`config.mk`:
```
export PLATFORM = sky130hd
export DESIGN_NAME = miriscv_decode_buf
export DESIGN_NICKNAME = d
export VERILOG_FILES = /design/src/rtl/miriscv_opcodes_pkg.sv /design/src/rtl/miriscv_imm.sv /design/src/rtl/miriscv_decode_buf.sv
export SDC_FILE = /design/constraint.sdc
export NUM_CORES = 1
export LEC_CHECK = 0
export BUFFER_PORTS_ARGS = -buffer_cell sky130_fd_sc_hd__buf_2
export CORE_MARGIN = 2
export CORE_UTILIZATION = 40
export CTS_CLUSTER_SIZE = 24
export DETAILED_ROUTE_END_ITERATION = 10
export PLACE_DENSITY = 0.67
export SYNTH_ARGS = -nofsm -noshare
export SYNTH_HDL_FRONTEND = slang
export SYNTH_SLANG_ARGS = --single-unit
export TNS_END_PERCENT = 50
```
`constraint.sdc`:
```
create_clock -name clk_i -period 2.8 [get_ports clk_i]
set_input_delay 0.14 -clock clk_i [delete_from_list [all_inputs] [get_ports clk_i]]
set_output_delay 0.14 -clock clk_i [all_outputs]
set_load 0.005 [all_outputs]
```
`src/rtl/miriscv_opcodes_pkg.sv`:
```
`default_nettype none
// ============================================================================
// Module   : miriscv_opcodes_pkg
// Purpose  : Shared RV32 major-opcode constants, decode-buffer state encoding
//            and the decoded entry record carried by miriscv_decode_buf.
// Revision : 1.0 - initial release
// ============================================================================
package miriscv_opcodes_pkg;

  localparam int XLEN_C = 32;

  // Major opcodes, instr[6:2]
  localparam logic [4:0] S_OPCODE_LOAD     = 5'b00000;
  localparam logic [4:0] S_OPCODE_MISC_MEM = 5'b00011;
  localparam logic [4:0] S_OPCODE_OPIMM    = 5'b00100;
  localparam logic [4:0] S_OPCODE_AUIPC    = 5'b00101;
  localparam logic [4:0] S_OPCODE_STORE    = 5'b01000;
  localparam logic [4:0] S_OPCODE_OP       = 5'b01100;
  localparam logic [4:0] S_OPCODE_LUI      = 5'b01101;
  localparam logic [4:0] S_OPCODE_BRANCH   = 5'b11000;
  localparam logic [4:0] S_OPCODE_JALR     = 5'b11001;
  localparam logic [4:0] S_OPCODE_JAL      = 5'b11011;
  localparam logic [4:0] S_OPCODE_SYSTEM   = 5'b11100;

  typedef enum logic [1:0] {
    EMPTY = 2'd0,
    ONE   = 2'd1,
    FULL  = 2'd2
  } dec_buf_state_t;

  typedef struct packed {
    logic [XLEN_C-1:0] instr;
    logic [XLEN_C-1:0] pc;
    logic [XLEN_C-1:0] imm;
    logic [4:0]        opcode;
    logic              illegal;
  } dec_entry_t;

  // True for every major opcode the core implements.
  function automatic logic is_known_opcode(input logic [4:0] op);
    case (op)
      S_OPCODE_LUI, S_OPCODE_AUIPC, S_OPCODE_JAL, S_OPCODE_JALR,
      S_OPCODE_BRANCH, S_OPCODE_LOAD, S_OPCODE_STORE, S_OPCODE_OPIMM,
      S_OPCODE_OP, S_OPCODE_MISC_MEM, S_OPCODE_SYSTEM: is_known_opcode = 1'b1;
      default:                                          is_known_opcode = 1'b0;
    endcase
  endfunction

endpackage
`default_nettype wire

```
`src/rtl/miriscv_imm.sv`:
```
`default_nettype none
// ============================================================================
// Module   : miriscv_imm
// Purpose  : Combinational RV32 immediate generator. Selects the I/S/B/U/J
//            format from the major opcode and sign-extends to 32 bits;
//            opcodes without an immediate produce zero.
// Revision : 1.0 - initial release
// ============================================================================
module miriscv_imm
  import miriscv_opcodes_pkg::*;
(
  input  logic [31:0] instr_i,
  output logic [31:0] imm_o
);

  logic [4:0] opcode;
  logic       unused_lo;

  assign opcode    = instr_i[6:2];
  // The compressed-marker bits carry no immediate information.
  assign unused_lo = ^instr_i[1:0];

  // Format select and sign extension from instr[31].
  always_comb begin
    imm_o = '0;
    case (opcode)
      S_OPCODE_OPIMM, S_OPCODE_LOAD, S_OPCODE_JALR:
        imm_o = {{20{instr_i[31]}}, instr_i[31:20]};
      S_OPCODE_STORE:
        imm_o = {{20{instr_i[31]}}, instr_i[31:25], instr_i[11:7]};
      S_OPCODE_BRANCH:
        imm_o = {{19{instr_i[31]}}, instr_i[31], instr_i[7], instr_i[30:25],
                 instr_i[11:8], 1'b0};
      S_OPCODE_LUI, S_OPCODE_AUIPC:
        imm_o = {instr_i[31:12], 12'h000};
      S_OPCODE_JAL:
        imm_o = {{11{instr_i[31]}}, instr_i[31], instr_i[19:12], instr_i[20],
                 instr_i[30:21], 1'b0};
      default:
        imm_o = '0;
    endcase
  end

endmodule
`default_nettype wire

```
`src/rtl/miriscv_decode_buf.sv`:
```
`default_nettype none
// ============================================================================
// Module   : miriscv_decode_buf
// Purpose  : Two-entry decode buffer between fetch and execute. Decodes the
//            immediate/opcode once at acceptance, holds a head and a skid
//            entry, and supports a single-cycle flush.
//            Optional feature macro: MIRISCV_DECODE_ILLEGAL_EN enables
//            illegal-encoding detection on d_illegal_o.
// Revision : 1.0 - initial release
// ============================================================================
module miriscv_decode_buf
  import miriscv_opcodes_pkg::*;
#(
  parameter int XLEN = 32
) (
  input  logic            clk_i,
  input  logic            rst_n_i,
  input  logic            flush_i,
  input  logic            f_valid_i,
  output logic            f_ready_o,
  input  logic [XLEN-1:0] f_instr_i,
  input  logic [XLEN-1:0] f_pc_i,
  output logic            d_valid_o,
  input  logic            d_ready_i,
  output logic [XLEN-1:0] d_instr_o,
  output logic [XLEN-1:0] d_pc_o,
  output logic [XLEN-1:0] d_imm_o,
  output logic [4:0]      d_opcode_o,
  output logic            d_illegal_o
);

  dec_buf_state_t state_q, state_d;
  dec_entry_t     head_q, head_d;
  dec_entry_t     skid_q, skid_d;
  dec_entry_t     new_entry;
  logic [31:0]    imm_raw;
  logic           new_illegal;
  logic           push;
  logic           pop;

  miriscv_imm u_imm (
    .instr_i (f_instr_i),
    .imm_o   (imm_raw)
  );

`ifdef MIRISCV_DECODE_ILLEGAL_EN
  assign new_illegal = (f_instr_i[1:0] != 2'b11) || !is_known_opcode(f_instr_i[6:2]);
`else
  assign new_illegal = 1'b0;
`endif

  // Entry as it will be stored; an illegal encoding carries no immediate.
  assign new_entry.instr   = f_instr_i;
  assign new_entry.pc      = f_pc_i;
  assign new_entry.imm     = new_illegal ? '0 : imm_raw;
  assign new_entry.opcode  = f_instr_i[6:2];
  assign new_entry.illegal = new_illegal;

  // Handshakes depend only on registered state, so no d_ready_i -> f_ready_o path.
  assign f_ready_o = (state_q != FULL);
  assign d_valid_o = (state_q != EMPTY);
  assign push      = f_valid_i & f_ready_o & ~flush_i;
  assign pop       = d_valid_o & d_ready_i & ~flush_i;

  assign d_instr_o   = head_q.instr;
  assign d_pc_o      = head_q.pc;
  assign d_imm_o     = head_q.imm;
  assign d_opcode_o  = head_q.opcode;
  assign d_illegal_o = head_q.illegal;

  // Next-state and data-path selection; flush only empties, data is kept.
  always_comb begin
    state_d = state_q;
    head_d  = head_q;
    skid_d  = skid_q;
    if (flush_i) begin
      state_d = EMPTY;
    end else begin
      case (state_q)
        EMPTY: begin
          if (push) begin
            head_d  = new_entry;
            state_d = ONE;
          end
        end
        ONE: begin
          if (push && pop) begin
            head_d = new_entry;
          end else if (push) begin
            skid_d  = new_entry;
            state_d = FULL;
          end else if (pop) begin
            state_d = EMPTY;
          end
        end
        FULL: begin
          if (pop) begin
            head_d  = skid_q;
            state_d = ONE;
          end
        end
        default: state_d = EMPTY;
      endcase
    end
  end

  // State and entry registers with asynchronous clear.
  always_ff @(posedge clk_i or negedge rst_n_i) begin
    if (!rst_n_i) begin
      state_q <= EMPTY;
      head_q  <= '0;
      skid_q  <= '0;
    end else begin
      state_q <= state_d;
      head_q  <= head_d;
      skid_q  <= skid_d;
    end
  end

endmodule
`default_nettype wire

```
==> flow_metrics.tcl <==
set metrics [dict create \
    maxSlewHeadroom_pct 37.3 \
    vias_per_cell 5.32 \
    num_rows 54 \
    clock_path_buffers 2 \
    cts_resized 0 \
    peakVddDrop_mv 0.399 \
    hold_class "input port to flop" \
    place_congestion 0.755 \
    final.setup.tns_ns 0 \
    yosysSeqAreaShare_pct 55.3 \
    p_sw_w 0.00217 \
    hold_viol 0 \
    start_kind "input port" \
    fillCellCount 1987 \
    synth_nets 965 \
    end_kind "flop" \
    vias 7342 \
    syn_area_mm2 0.00877 \
    drive_above_1_share_pct 22.7 \
    cts_sinks 194 \
    p_leak_nw 5.26 \
    cap_violations 0 \
    antenna_found_initial 1 \
    synthDistinctLibCells 50 \
    cts_tree "done" \
    synthTopCellsByCount "253 x nand2_1, 194 x dfrtp_1, 136 x o21ai_0" \
    p_sw_share_pct 29.3 \
    drc 0 \
    power.internal_w 0.00522 \
    nets 1155 \
    synthAdderAreaFrac_pct 0 \
    cpPeakStageDelay_ns 0.59 \
    total_power_w 0.00739 \
    grt_max_degree 111 \
    worst_pin_slew_ns 0.941 \
    finClkSkew_ns 0.0105 \
    initialDrtViolationCount 482 \
    crit_type "input port to flop" \
    critical_path_required_ns 3.09 \
    p_seq_share_pct 49.7 \
    pwr-share-comb_pct 16.9 \
    wire_per_inst_um 16.9 \
    grt_use_met1_pct 28.9 \
    area_delta_synth_final_pct 24.8 \
    finalMaxSlewViolations 0 \
    grt_util_met2_pct 32.5 \
    path_cells "dlygate4sd3_1 -> buf_2 -> nand2b_1 -> a21oi_4 -> or2_2 -> buf_4 -> o21ai_0" \
    synth_compound_area_share_pct 16.4 \
    fp.dieW_um 152 \
    synth_largest_area_cell "dfrtp_1" \
    power.density_mw_per_mm2 675 \
    synth_xor_xnor_area_share_pct 0 \
    io_pins 173 \
    grt_first_pass_wirelength_um 38700 \
    crit_arrival_ns 2.60 \
    rsz0062_at_grt "false" \
    syn_inst 896 \
    busiest_layer "met2" \
    synthMuxAreaShare_pct 8.83 \
    routed_wl_um 23400 \
    synth_area_leaders "dfrtp_1 55%, nand2_1 11%, o21ai_0 7.8%, mux2i_1 6.4%, a221oi_1 2.6%" \
    clock_latency_ns 0.43 \
    ys_warn_count 0 \
    start_util_pct 40.4 \
    use_met3_pct 3.96 \
    coreArea_mm2 0.0217 \
    clkTransAtPathRegs_ns 0.07 \
    syn_avg_cell_area_um2 9.79 \
    cts.htree.levels 4 \
    dr.pass1.iters 5 \
    yosys.area_share.simple_pct 14.7 \
    synth_top_family_by_area "compound AO/OA/AOI/OAI gates" \
    ys_seq_elements 194 \
    grt_pass1_vias 7164 \
    worstPathMaxFanout 42 \
    die_area_mm2 0.0231 \
    min_period_ns 2.31 \
    clk_root_buffer_cell "clkbuf_16" \
    synth_top_cell_area_share_pct 55.3 \
    max_freq_mhz 433 \
    io_buffers 171 \
    grt_usage_pct 20.6 \
    synth_edf_count 0 \
    cts_made_buffers 17 \
    synth.most_common_cell "nand2_1" \
    ys_async_sr_fraction_pct 100 \
    fin_crit_sh_pct 82.5 \
    pwr-share-clk_pct 33.4 \
    dp_hpwl_um 14700 \
    grt_overflow 0 \
    ys.flop_type "dfrtp_1" \
    die_y_um 152 \
    postRouteAntennaNets 0 \
    slowest_stage "or2_2" \
    status "finished clean" \
    setup_viol 0 \
]
==> metrics by stage <==
step / cell area, µm² / utilization (%) / setup WS, ns / instances / hold slack, ns
3_3_place_gp: 9760 / 45.0 / 0.563 / 1288 / 0.0265
2_1_floorplan: 8770 / - / 1.17 / 896 / -0.156
4_1_cts: 10900 / 50.5 / 0.449 / 1379 / 0.00400
5_1_grt: 10900 / 50.5 / 0.327 / 1380 / 0.0116
3_5_place_dp: 9760 / 45.0 / 0.461 / 1288 / 0.0292
6_report: 10900 / 50.5 / 0.489 / 1380 / 0.0164
==> layer usage <==
metal | wire length (µm) | share of wire (%)
met5 | 0 | 0
met4 | 429 | 1.8
met3 | 1310 | 5.6
met2 | 11000 | 47
met1 | 10600 | 45
==> power by group through the flow <==
stage,clock network (W),logic (W),registers [W]
after global placement,0,0.00116,0.00370
after CTS,0.00252,0.00126,0.00367
after global routing,0.00265,0.00142,0.00374
final,0.00247,0.00125,0.00367
after floorplan,0,0.000669,0.00367
after detailed placement,0,0.00119,0.00372
==> layout by cell type (no fill, tap or decap), types with 16 or more instances in the layout <==
master / n
a21o_1: 20
a221oi_1: 26
a31oi_1: 22
nand2_1: 253
mux2i_1: 56
dfrtp_1: 194
mux2_2: 16
o21ai_0: 136
clkbuf_16: 17
nor2_1: 37
buf_2: 170
dlygate4sd3_1: 59
==> final timing paths <==
| kind | slack [ns] | end | depth (start not counted) | from |
|---|---|---|---|---|
| min in group asynchronous | 0.14 | d_imm_o[29] | 2 | rst_n_i |
| worst min-delay path | 0.02 | skid_q[90] | 3 | f_instr_i[20] |
| worst max-delay path | 0.49 | d_pc_o[30] | 7 | d_ready_i |
| max in group asynchronous | 1.78 | skid_q[50] | 3 | rst_n_i |
| worst min register to register | 0.48 | skid_q[81] | 2 | skid_q[81] |
| worst max register to register | 0.49 | d_pc_o[30] | 5 | state_q[0] |
==> cell type report <==
type / instances / area, µm² / share of cell area (%)
tap: 280 / 350 / 3.20
antenna: 1 / 2.50 / 0.0229
clock buffer: 17 / 425 / 3.89
clock inverter: 15 / 170 / 1.55
sequential: 194 / 4850 / 44.4
timing repair buffer: 247 / 1620 / 14.8
multi-input combinational: 623 / 3510 / 32.1
inverter: 3 / 11.3 / 0.103
==> cells by family after synthesis <==
family                 Yosys count
buffers and inverters           79
AO/OA/AOI/OAI                  234
flip-flops                     194
AND/OR/NAND/NOR                314
multiplexers                    74
other                            1
==> critical path, delay by kind of cell <==
family,cells,cell delay (ns)
AO/OA/AOI/OAI,2,0.37
buffers and inverters,3,1.20
AND/OR/NAND/NOR,2,0.85
==> what timing repair did <==
action / in CTS / in global routing
setup buffers: 0 / 0
hold buffers: 59 / 0
endpoints found under the hold margin: 145 / 0
==> registers in the layout, summed over array words and instances, names as in the netlist <==
name and count:
d_imm_o 32, d_instr_o 32, d_pc_o 32, skid_q 96, state_q 2
Power figures use the tool's default switching activity.
